`src/rtl/hazard_fwd_unit.sv`:
```
// Operand forwarding and load-use/branch hazard control for the pipelined core.
// Chooses bypass sources, holds load-use stalls for LOAD_LAT cycles and counts stall cycles.
module hazard_fwd_unit #(
    parameter int REG_W    = 4,
    parameter int NSRC     = 2,
    parameter int LOAD_LAT = 1,
    parameter int CNT_W    = 16
) (
    input  logic                  clk,
    input  logic                  rst,
    input  logic [NSRC*REG_W-1:0] id_src,
    input  logic [NSRC-1:0]       id_src_use,
    input  logic [NSRC*REG_W-1:0] ex_src,
    input  logic [REG_W-1:0]      ex_rd,
    input  logic                  ex_rw,
    input  logic                  ex_load,
    input  logic [REG_W-1:0]      mem_rd,
    input  logic                  mem_rw,
    input  logic [REG_W-1:0]      wb_rd,
    input  logic                  wb_rw,
    input  logic                  br_taken,
    output logic [2*NSRC-1:0]     fwd_sel,
    output logic                  stall,
    output logic                  flush,
    output logic [CNT_W-1:0]      stall_cnt
);

    localparam int REM_W = $clog2(LOAD_LAT) + 1;

    localparam logic [1:0]       SEL_RF    = 2'b00;
    localparam logic [1:0]       SEL_EXMEM = 2'b10;
    localparam logic [1:0]       SEL_MEMWB = 2'b01;
    localparam logic [REM_W-1:0] REM_ZERO  = {REM_W{1'b0}};
    localparam logic [REM_W-1:0] REM_ONE   = {{(REM_W-1){1'b0}}, 1'b1};
    localparam logic [REM_W-1:0] REM_START = REM_W'(LOAD_LAT - 1);
    localparam logic [CNT_W-1:0] CNT_ZERO  = {CNT_W{1'b0}};
    localparam logic [CNT_W-1:0] CNT_ONE   = {{(CNT_W-1){1'b0}}, 1'b1};
    localparam logic [CNT_W-1:0] CNT_MAX   = {CNT_W{1'b1}};

    typedef enum logic [0:0] {
        ST_RUN  = 1'b0,
        ST_HOLD = 1'b1
    } state_t;

    state_t            state_q, state_d;
    logic [REM_W-1:0]  rem_q, rem_d;
    logic [CNT_W-1:0]  stall_cnt_q, stall_cnt_d;
    logic [2*NSRC-1:0] fwd_sel_s;
    logic [NSRC-1:0]   use_hit_s;
    logic              load_use_s;
    logic              stall_s;

    // A producer index matches a consumer only if it is a real (non-zero) register.
    function automatic logic reg_match(input logic [REG_W-1:0] prod, input logic [REG_W-1:0] cons);
        return (prod != {REG_W{1'b0}}) && (prod == cons);
    endfunction

    // Per-operand bypass select; the younger EX/MEM result shadows MEM/WB.
    always_comb begin
        fwd_sel_s = {(2*NSRC){1'b0}};
        for (int i = 0; i < NSRC; i++) begin
            if (rst) begin
                fwd_sel_s[2*i +: 2] = SEL_RF;
            end else if (mem_rw && reg_match(mem_rd, ex_src[i*REG_W +: REG_W])) begin
                fwd_sel_s[2*i +: 2] = SEL_EXMEM;
            end else if (wb_rw && reg_match(wb_rd, ex_src[i*REG_W +: REG_W])) begin
                fwd_sel_s[2*i +: 2] = SEL_MEMWB;
            end else begin
                fwd_sel_s[2*i +: 2] = SEL_RF;
            end
        end
    end

    // Load-use detection: a load in EX whose destination is read by the ID instruction.
    always_comb begin
        use_hit_s = {NSRC{1'b0}};
        for (int i = 0; i < NSRC; i++) begin
            use_hit_s[i] = id_src_use[i] && (id_src[i*REG_W +: REG_W] == ex_rd);
        end
        load_use_s = ex_load && ex_rw && (ex_rd != {REG_W{1'b0}}) && (|use_hit_s);
    end

    // Stall sequencer: first hazard cycle is combinational, the rest come from HOLD.
    always_comb begin
        state_d = state_q;
        rem_d   = rem_q;
        stall_s = 1'b0;
        if (rst) begin
            state_d = ST_RUN;
            rem_d   = REM_ZERO;
        end else if (br_taken) begin
            // The dependent instruction is squashed, so any pending hazard is void.
            state_d = ST_RUN;
            rem_d   = REM_ZERO;
        end else begin
            case (state_q)
                ST_RUN: begin
                    if (load_use_s) begin
                        stall_s = 1'b1;
                        if (LOAD_LAT > 1) begin
                            state_d = ST_HOLD;
                            rem_d   = REM_START;
                        end else begin
                            state_d = ST_RUN;
                            rem_d   = REM_ZERO;
                        end
                    end else begin
                        stall_s = 1'b0;
                    end
                end
                ST_HOLD: begin
                    stall_s = 1'b1;
                    if (rem_q <= REM_ONE) begin
                        state_d = ST_RUN;
                        rem_d   = REM_ZERO;
                    end else begin
                        rem_d = rem_q - REM_ONE;
                    end
                end
                default: begin
                    state_d = ST_RUN;
                    rem_d   = REM_ZERO;
                end
            endcase
        end
    end

    // Saturating performance counter of stall cycles.
    always_comb begin
        if (stall_s && (stall_cnt_q != CNT_MAX)) begin
            stall_cnt_d = stall_cnt_q + CNT_ONE;
        end else begin
            stall_cnt_d = stall_cnt_q;
        end
    end

    // State, remaining-cycle and counter registers.
    always_ff @(posedge clk) begin
        if (rst) begin
            state_q     <= ST_RUN;
            rem_q       <= REM_ZERO;
            stall_cnt_q <= CNT_ZERO;
        end else begin
            state_q     <= state_d;
            rem_q       <= rem_d;
            stall_cnt_q <= stall_cnt_d;
        end
    end

    assign fwd_sel   = fwd_sel_s;
    assign stall     = stall_s;
    assign flush     = br_taken && !rst;
    assign stall_cnt = stall_cnt_q;

endmodule

```
`config.mk`:
```
export PLATFORM = sky130hd
export DESIGN_NAME = hazard_fwd_unit
export DESIGN_NICKNAME = d
export VERILOG_FILES = /design/src/rtl/hazard_fwd_unit.sv
export SDC_FILE = /design/constraint.sdc
export NUM_CORES = 1
export LEC_CHECK = 0
export ABC_AREA = 1
export CAP_MARGIN = 15
export CORE_MARGIN = 2
export CORE_UTILIZATION = 25
export CTS_BUF_LIST = sky130_fd_sc_hd__clkbuf_8
export DETAILED_ROUTE_END_ITERATION = 8
export PLACE_DENSITY = 0.54
export REMOVE_ABC_BUFFERS = 1
export SKIP_LAST_GASP = 1
export SYNTH_ARGS = -nofsm -noshare
export SYNTH_HDL_FRONTEND = slang
export SYNTH_SLANG_ARGS = --single-unit
```
`constraint.sdc`:
```
create_clock -name clk -period 1.4 [get_ports clk]
set_input_delay 0.21 -clock clk [delete_from_list [all_inputs] [get_ports clk]]
set_output_delay 0.21 -clock clk [all_outputs]
set_load 0.02 [all_outputs]
```
==> results by stage <==
Run status:
- The run finished, with violations left.
- The checks that failed: setup timing.

Global route:
- The number of antenna violations at the first check in global routing is 0.
- The pin count of the biggest net entering global routing is 20.
- The via count of the first global-routing pass was 1844.
- The global routing usage summed across all routing layers is 15.3%.
- The first global-routing pass estimated 8000 µm of wire.
- The final global-route overflow total is 0.

Drt:
- For this block, the via count after detailed routing is 1975.
- After detailed routing, the average wire length per cell comes to 11.8 µm.
- The via-per-instance ratio is 4.53.
- The sum of routed wire length over all layers is 5140 µm.
- The count of antenna-violating nets left after detailed routing is 0.
- Before antenna repair, the detailed router went through 4 iterations.
- For this run, design rule violations remaining after detail routing come to 0.
- The starting DRC count in detailed routing is 103.

Cells and area:
- The register with the most flip-flops in the layout has 16 of them.
- The area growth from synthesis to layout is 73.5%.
- The combined area of the multi-input logic cells is 1220 µm².
- The post-route netlist has 40.4% of its cells at a drive strength greater than 1.
- After filler insertion, the fill cell instance count of the layout stands at 636.
- The finished cells cover 2670 µm².
- For this run, the post-layout net count is 401.
- The number of diodes is 0.
- In the final layout, flip-flops and latches occupy 327 µm².

Place:
- The sum of net half-perimeters after detailed placement is 3800 µm.
- Port buffering added 58 buffers.
- The placed instances occupy a cell area of 2480 µm².
- The last weighted congestion value of the routability-driven placer is 0.918.

Critical path:
- The worst setup path is of the reg2reg kind.
- STA puts the critical path data required time at 1.58 ns.
- The largest fanout of any net on the critical path is 7.
- The critical path startpoint category is a flop.
- At the worst endpoint, the arrival time is 1.69 ns.
- The master of the slowest instance on the critical path is sky130_fd_sc_hd__dfxtp_2.
- Walking the worst path, the cells encountered are ha_4, nand2_4, nor2_4, nand3_4, nor2_8, inv_4, nand3_4, buf_12, nand2_4, a21oi_2.
- The worst stage delay on the critical path is 0.36 ns.
- The endpoint class of the critical path is a flop.

Clocking:
- CTS saw 16 sinks.
- The number of buffers on the longest clock path is 2.
- After clock tree synthesis, the clock-pin slew on the worst setup and hold paths is 0.07 ns.
- TritonCTS built the clock tree.
- The source-to-sink clock delay at the later pin of the worst-skew pair is 0.26 ns.
- The CTS buffer count is 3.
- The count of H-tree levels built during CTS is 1.
- The root buffer cell chosen for the clock tree is sky130_fd_sc_hd__clkbuf_8.

Timing:
- After layout, the minimum clock period comes to 1.50 ns.
- Setup repair after global routing could not meet its margin everywhere.
- The worst hold-check slack is 0.430 ns.
- At the pin with the least slew margin, the transition time is 0.293 ns.
- The number of hold violations in the final report is 0.
- Setup total negative slack on the finished layout was measured at -0.982 ns.
- The number of failing setup endpoints in the final timing report is 15.
- Static timing analysis puts the maximum clock frequency at 666 MHz.
- The final worst setup slack is -0.102 ns.
- The clock arrives with 0.00800 ns of skew.
- The worst slew margin relative to its limit is 80.4%.
- The final critical path takes up 107% of the cycle.
- The count of final max-slew check failures is 0.

Synth:
- The Yosys step of the flow raised 0 warnings.
- After synthesis, the netlist uses 30 different library cells.
- The synthesized design spends more area on one cell type than any other, namely sky130_fd_sc_hd__dfxtp_1.
- The share of flip-flops with an asynchronous set or reset after synthesis is 0%.
- The synthesized area is 1540 µm².
- By count the netlist is led by sky130_fd_sc_hd__nand2_1 (72), sky130_fd_sc_hd__inv_1 (37), sky130_fd_sc_hd__nor2_1 (37).
- The synthesized flop and latch total is 16.
- The number of enable flip-flop cells after synthesis is 0.
- After synthesis, the largest area contributor takes up 20.8% of total cell area.
- Sorting the synthesized cells by area gives the leading types as sky130_fd_sc_hd__dfxtp_1 (21%), sky130_fd_sc_hd__nand2_1 (18%), sky130_fd_sc_hd__inv_1 (9.0%), sky130_fd_sc_hd__nor2_1 (9.0%), sky130_fd_sc_hd__nand4_1 (7.7%).
- The most common cell in the netlist is sky130_fd_sc_hd__nand2_1.
- Among all flip-flop cells after synthesis, the most frequent one is sky130_fd_sc_hd__dfxtp_1.
- Synthesis produced a netlist whose cell count is 258.
- The mean instance size in the synthesized netlist is 5.96 µm².
- Sequential elements use 20.8% of the synthesized area.

Floorplanning:
- The number of standard-cell rows in the floorplan is 28.
- The die is 82.4 µm tall.
- The initial core utilization is 26.0%.
- The area of the core is 5920 µm².
- The number of placed I/O pins is 59.
- The floorplan step defined a die boundary enclosing 6790 µm².
- From left edge to right edge, the die measures 82.4 µm.

Flow run:
- Max-cap violations in this run came to 0.

Power:
- The worst vdd rail ir drop is 0.249 mV.
- The completed layout was analyzed and its total power is 1090 µW.
- The total power per unit cell area is 410 nW/µm².
- The static leakage power is 0.00133 µW.

Worst hold path:
- In this run the worst hold path is classified as in2reg.
## stage by stage
stage	utilization (%)	setup WS, ns	instances
6_report	45.1	-0.102	436
5_1_grt	45.1	-0.186	436
4_1_cts	44.7	-0.122	431
3_5_place_dp	41.9	-0.795	425
3_3_place_gp	41.9	-0.753	425
2_1_floorplan	-	-0.290	253
## path summary, 6_finish.rpt
kind | start | to | slack, ns | cells after the start
worst min register to register | stall_cnt[12] | stall_cnt[12] | 0.56 | 4
worst max-delay path | stall_cnt[0] | stall_cnt[3] | -0.10 | 10
worst max register to register | stall_cnt[0] | stall_cnt[3] | -0.10 | 10
worst min-delay path | rst | stall_cnt[12] | 0.43 | 4
## cell usage in the layout, fill, tap and decap left out, types with 3 or more instances in the layout
cell type / synthesis / layout
sky130_fd_sc_hd__nand3_1: 12 / 7
sky130_fd_sc_hd__nand4_1: 19 / 19
sky130_fd_sc_hd__nor2_4: 2 / 6
sky130_fd_sc_hd__clkbuf_2: 0 / 17
sky130_fd_sc_hd__buf_4: 1 / 42
sky130_fd_sc_hd__nand3_2: 0 / 5
sky130_fd_sc_hd__nand2_1: 72 / 62
sky130_fd_sc_hd__buf_6: 0 / 6
sky130_fd_sc_hd__inv_2: 3 / 14
sky130_fd_sc_hd__a21oi_2: 4 / 10
sky130_fd_sc_hd__xnor2_1: 7 / 7
sky130_fd_sc_hd__dfxtp_1: 16 / 11
sky130_fd_sc_hd__nor2_1: 37 / 31
sky130_fd_sc_hd__dfxtp_2: 0 / 5
sky130_fd_sc_hd__o21ai_0: 6 / 3
sky130_fd_sc_hd__nand2_4: 0 / 8
sky130_fd_sc_hd__xor2_1: 5 / 5
sky130_fd_sc_hd__nor2_2: 2 / 4
sky130_fd_sc_hd__dlygate4sd2_1: 0 / 34
sky130_fd_sc_hd__buf_2: 2 / 3
sky130_fd_sc_hd__inv_1: 37 / 26
sky130_fd_sc_hd__nand2_2: 8 / 10
sky130_fd_sc_hd__o21ai_1: 0 / 3
sky130_fd_sc_hd__clkbuf_8: 0 / 3
## power breakdown
group	switching, µW	leakage (µW)	internal [µW]
Clock	172	0.0000216	191
Sequential	0.778	0.000131	456
Combinational	150	0.00118	123
Total	323	0.00133	770
## routing by layer
metal	part of all wire [%]	GRT usage [%]	up-vias
met2	49	28.3	54
met5	0	0	-
met3	4.9	2.72	15
met1	43	17.5	880
li1	-	-	1026
met4	2.9	5.33	0
## kinds of logic after synthesis
| group | share of synthesized area [%] |
|---|---|
| and+or+nand+nor | 50.6 |
| DFF | 20.8 |
| AOI/OAI and AO/OA | 8.38 |
| buffers and inverters | 12.5 |
| xor gates and xnor gates | 6.83 |
| adders and majority gates | 0.814 |
## worst max-delay path: cells and delay by family (launching register included)
| family | cells | cell delay (ns) |
|---|---|---|
| and+or+nand+nor | 6 | 0.61 |
| buffers and inverters | 2 | 0.20 |
| adders and majority gates | 1 | 0.15 |
| AOI/OAI and AO/OA | 1 | 0.12 |
| DFF | 1 | 0.36 |
## layout make-up
cell class / instances / area share (%)
Sequential cell: 16 / 12.2
Tap cell: 75 / 3.52
Timing Repair Buffer: 105 / 31.1
Clock buffer: 3 / 1.55
Inverter: 41 / 5.86
Multi-Input combinational cell: 196 / 45.8
## timing repair
action	CTS	global route
hold buffers	0	0
buffers inserted	3	5
cloned	0	0
pin swaps	38	36
setup endpoints to repair	38	23
resized for setup	141	51
Note: power is estimated with default switching activity, not from simulation.
